[config.mk]
export PLATFORM = sky130hd
export DESIGN_NAME = reg_wr_arbiter
export DESIGN_NICKNAME = d
export VERILOG_FILES = /design/src/rtl/reg_arb_pkg.sv /design/src/rtl/rr_pick.sv /design/src/rtl/reg_wr_arbiter.sv
export SDC_FILE = /design/constraint.sdc
export NUM_CORES = 1
export LEC_CHECK = 0
export ABC_AREA = 1
export BUFFER_PORTS_ARGS = -buffer_cell sky130_fd_sc_hd__buf_2
export CAP_MARGIN = 20
export CORE_MARGIN = 4
export CORE_UTILIZATION = 45
export DETAILED_ROUTE_END_ITERATION = 8
export PLACE_DENSITY = 0.9
export SETUP_SLACK_MARGIN = 0.1
export SLEW_MARGIN = 20
export SYNTH_ARGS = -nofsm -noshare
export SYNTH_HDL_FRONTEND = slang
export SYNTH_SLANG_ARGS = --single-unit
[constraint.sdc]
create_clock -name i_clk -period 2.9 [get_ports i_clk]
set_input_delay 0 -clock i_clk [delete_from_list [all_inputs] [get_ports i_clk]]
set_output_delay 0 -clock i_clk [all_outputs]
set_load 0.05 [all_outputs]
[src/rtl/reg_arb_pkg.sv]
// Shared definitions for the register write arbiter: FSM encoding and index width.
package reg_arb_pkg;

    typedef enum logic [1:0] {
        ST_IDLE  = 2'd0,
        ST_GRANT = 2'd1,
        ST_ACK   = 2'd2
    } arb_state_t;

    function automatic int idx_w(input int n);
        return (n > 1) ? $clog2(n) : 1;
    endfunction

endpackage

[src/rtl/rr_pick.sv]
// Combinational round-robin picker: first set request at or after ptr, wrapping.
module rr_pick
    import reg_arb_pkg::*;
#(
    parameter  int N_REQ = 4,
    localparam int IW    = idx_w(N_REQ)
) (
    input  logic [N_REQ-1:0] req,
    input  logic [IW-1:0]    ptr,
    output logic [N_REQ-1:0] pick,
    output logic [IW-1:0]    idx,
    output logic             any
);

    logic [IW:0] k;

    always_comb begin
        pick = '0;
        idx  = '0;
        any  = 1'b0;
        k    = '0;
        for (int i = 0; i < N_REQ; i++) begin
            // One extra bit holds ptr+i before folding back into 0..N_REQ-1.
            k = {1'b0, ptr} + (IW+1)'(i);
            if (k >= (IW+1)'(N_REQ)) k = k - (IW+1)'(N_REQ);
            if (!any && req[k[IW-1:0]]) begin
                any             = 1'b1;
                pick[k[IW-1:0]] = 1'b1;
                idx             = k[IW-1:0];
            end
        end
    end

endmodule

[src/rtl/reg_wr_arbiter.sv]
// Round-robin arbiter serialising N_REQ writers onto one shared register,
// one write per two cycles (GRANT then ACK).
module reg_wr_arbiter
    import reg_arb_pkg::*;
#(
    parameter int BW_DATA = 32,
    parameter int N_REQ   = 4
) (
    input  logic                       i_clk,
    input  logic                       i_rstn,
    input  logic [N_REQ-1:0]           i_req,
    input  logic [N_REQ*BW_DATA-1:0]   i_data,
    output logic [N_REQ-1:0]           o_gnt,
    output logic [N_REQ-1:0]           o_ack,
    output logic [BW_DATA-1:0]         o_q,
    output logic [idx_w(N_REQ)-1:0]    o_owner,
    output logic                       o_valid,
    output logic                       o_busy
);

    localparam int IW = idx_w(N_REQ);

    arb_state_t       state;
    logic [IW-1:0]    ptr;
    logic [IW-1:0]    gnt_idx;
    logic [IW-1:0]    pick_idx;
    logic [N_REQ-1:0] elig;
    logic [N_REQ-1:0] pick;
    logic             pick_any;
    logic             wr_en;

    // A requester may still hold i_req in its ACK cycle; it must not win again.
    assign elig  = (state == ST_ACK) ? (i_req & ~o_ack) : i_req;
    assign wr_en = (state == ST_GRANT);

    rr_pick #(.N_REQ(N_REQ)) u_pick (
        .req  (elig),
        .ptr  (ptr),
        .pick (pick),
        .idx  (pick_idx),
        .any  (pick_any)
    );

    always_ff @(posedge i_clk or negedge i_rstn) begin
        if (!i_rstn) begin
            state   <= ST_IDLE;
            ptr     <= '0;
            gnt_idx <= '0;
            o_gnt   <= '0;
            o_ack   <= '0;
            o_busy  <= 1'b0;
        end else begin
            o_ack <= '0;
            case (state)
                ST_GRANT: begin
                    state  <= ST_ACK;
                    o_ack  <= o_gnt;
                    o_gnt  <= '0;
                    o_busy <= 1'b1;
                end
                default: begin
                    if (pick_any) begin
                        state   <= ST_GRANT;
                        o_gnt   <= pick;
                        gnt_idx <= pick_idx;
                        ptr     <= (pick_idx == IW'(N_REQ-1)) ? '0 : pick_idx + 1'b1;
                        o_busy  <= 1'b1;
                    end else begin
                        state  <= ST_IDLE;
                        o_busy <= 1'b0;
                    end
                end
            endcase
        end
    end

    // Shared register: commits on the edge that ends GRANT.
    always_ff @(posedge i_clk or negedge i_rstn) begin
        if (!i_rstn) begin
            o_q     <= '0;
            o_owner <= '0;
            o_valid <= 1'b0;
        end else if (wr_en) begin
            o_q     <= i_data[gnt_idx*BW_DATA +: BW_DATA];
            o_owner <= gnt_idx;
            o_valid <= 1'b1;
        end
    end

endmodule

==> qor.csv <==
metric,value,unit
die_y,92.8,um
hpwl,7.86,mm
fin_worst_skew,11.1,ps
grtUsageTotal,24.1,%
ir_worst_vdd,0.000754,V
power_density,1240,nW/um2
drv_cap,0,
syn-mean-instance-area,6.72,um2
drt-vias-per-instance,5.25,
number_of_resized_instances_in_the_post_cts_repair_step,0,
rsz0062_at_grt,false,
setup.worst_path.class,flip-flop to flip-flop,
pwr-share-comb,67.2,%
fin_setup_tns,0,ps
report.final.setup_viol,0,
timing.critical_path.to_type,flip-flop,
floorplan.initialDensity,46.8,%
die_area,8610,um2
wire_length_of_the_first_global_routing_pass,16.9,mm
grt_start_max_net_pins,53,
timing.fmax,399,MHz
timing.hold.worst.class,input port to flip-flop,
ys.warnings.count,0,
p_sw,3080,uW
antenna_cells,0,
synthesis.area,3230,um2
min_period_over_period,86.5,%
min_clock_period_post_route,2510,ps
hold_viol,0,
multiInputGateArea,1790,um2
maxSlewViolCount,0,
port-buffer-count,177,
worst-path-max-fanout,10,
row_count,30,
worst_slew_margin_rel,37.4,%
power_leakage,0.00229,uW
drt-total-wl,10.6,mm
worstSetupStartpointType,flip-flop,
count_of_vias_placed_by_the_detailed_router,3919,
outcome,"finished, final reports clean",
post_drt_wl_per_cell,14.2,um
syn2layout_area_growth,34.8,%
wl_met2,5.10,mm
p_seq_share,23.8,%
coreArea,6910,um2
clock_latency_on_the_worst_skew_pair,300,ps
io-pin-count,178,
sequential_cell_area,1250,um2
required_time_of_the_critical_path,3090,ps
tritoncts_num_sinks,50,
post_route_cells_drive_above_1_share,31.5,%
drt_first_iter_violations,183,
synthCells,481,
ctsHtreeMaxLevel,2,
tightest_slew,938,ps
cts-root-buf,clkbuf_8,
gp_congestion,0.936,
cts_hold_buffers,7,
topRoutingLayerUsed,met4,
detail_route.first_pass.iterations,5,
power_switching_share,57.3,%
worst_setup_hold_path_clk_slew,90,ps
cts_inserted_buffers,5,
die_w,92.8,um
grt_antenna_before_repair,0,
met3RoutedLength,924,um
synth_sequential_area_ratio,38.7,%
clk_pwr_share,9.0,%
overflow,0,
holdWs,7.29,ps
drt.antenna.violating_nets,0,
clk_path_buf_depth,2,
number_of_nets_produced_by_synthesis,624,
number_of_synthesized_register_bits,50,
cts_tree,done,
m1WireLength,4.13,mm
drt_drc_violations_left,0,
cp_data_arrival_time,2700,ps
finish.net_count,793,
p_int,2300,uW
number_of_distinct_library_cells_after_synthesis,25,
nFillCells,641,
post_cts_setup_buffers,0,
first_global_vias,3730,
[area by class of cell]
cell class / instances / share of cell area, %
Clock inverter: 1 / 0.689
Timing Repair Buffer: 190 / 23.0
Clock buffer: 7 / 1.75
Sequential cell: 50 / 28.7
Tap cell: 96 / 2.76
Inverter: 23 / 1.98
Multi-Input combinational cell: 380 / 41.1
[cells in the mapped netlist (all sizes together)]
cell type / number / share of area, %
or2: 1 / 0.19
dfrtp: 50 / 39
nand4: 1 / 0.19
a31oi: 16 / 3.1
ha: 9 / 3.5
o21ai: 67 / 10
buf: 8 / 1.0
nor2: 129 / 16
nand2: 106 / 13
nand3: 32 / 5.8
a21oi: 2 / 0.31
inv: 23 / 2.7
clkbuf: 20 / 2.3
and2: 1 / 0.19
o22ai: 16 / 3.1
[power by group through the flow]
stage | clock, uW | sequential [uW] | combinational (uW)
floorplan | 0 | 2180 | 1820
global placement | 0 | 1270 | 3540
detailed placement | 0 | 1280 | 3610
CTS | 501 | 1270 | 3620
global route | 533 | 1330 | 3990
finish | 484 | 1280 | 3620
[placed cells by master (no fill, tap or decap)]
master,instances
nand2_4,1
nor2_2,1
nor2_4,2
ha_1,9
nand3_1,28
bufinv_16,1
o22ai_1,16
nand3_2,3
clkinv_1,1
buf_4,6
and2_1,1
or2_2,1
nor2_8,1
dlygate4sd3_1,7
inv_1,19
nand4_1,1
o21ai_0,66
nand2_1,103
inv_2,3
nand2_2,2
nor2_1,125
o21ai_1,1
a31oi_1,16
dfrtp_2,1
dfrtp_1,49
nand3_4,1
buf_2,177
clkbuf_1,2
clkbuf_8,5
a21oi_1,2
[logic make-up (layout without fill, tap and decap cells)]
group / Yosys count / count (layout) / synth area share (%)
DFF: 50 / 50 / 38.7
and+or+nand+nor: 270 / 270 / 34.9
adders and majority gates: 9 / 9 / 3.48
AOI/OAI and AO/OA: 101 / 101 / 16.9
buffers and inverters: 51 / 221 / 6.03
[worst paths after layout]
kind	start	end	slack [ps]	cells past startpoint
worst min-delay path	i_data[41]	o_q[9]	7	3
worst max register to register	ptr[1]	ptr[1]	390	12
max in group asynchronous	i_rstn	o_q[10]	1850	3
worst max-delay path	ptr[1]	ptr[1]	390	12
worst min register to register	o_valid	o_valid	480	1
min in group asynchronous	i_rstn	o_ack[1]	340	2
[registers in the layout, summed over array words and instances (netlist names)]
signal and cells:
o_busy 1, o_valid 1, state 2, gnt_idx 2, o_gnt 4, ptr 2, o_ack 4, o_owner 2
o_q 32
[critical path, stage by stage, from the launching register on]
cell	delay, ps
dfrtp_1	540
inv_1	240
ha_1	380
inv_1	100
nand3_1	90
nand2_2	130
nand3_4	120
inv_2	110
nand3_1	90
and2_1	180
ha_1	290
nand2_1	60
o21ai_1	60
[per-stage QoR]
stage | utilization [%] | cells | total power, uW | setup slack, ps | cell area (um2)
final | 63.1 | 747 | 5380 | 392 | 4360
after detailed placement | 60.6 | 732 | 4890 | 443 | 4180
after CTS | 63.1 | 747 | 5390 | 425 | 4360
after floorplan | - | 481 | 4000 | 689 | 3230
after global routing | 63.1 | 747 | 5850 | 165 | 4360
after global placement | 60.6 | 732 | 4800 | 527 | 4180
[metal layers]
layer  vias to the layer above  global-route usage [%]
met5                         -                       0
met4                         0                    11.5
met3                        39                    5.20
met2                       206                    40.9
met1                      1773                    29.0
li1                       1901                       -
No activity file was read; power rests on OpenSTA's default activity.
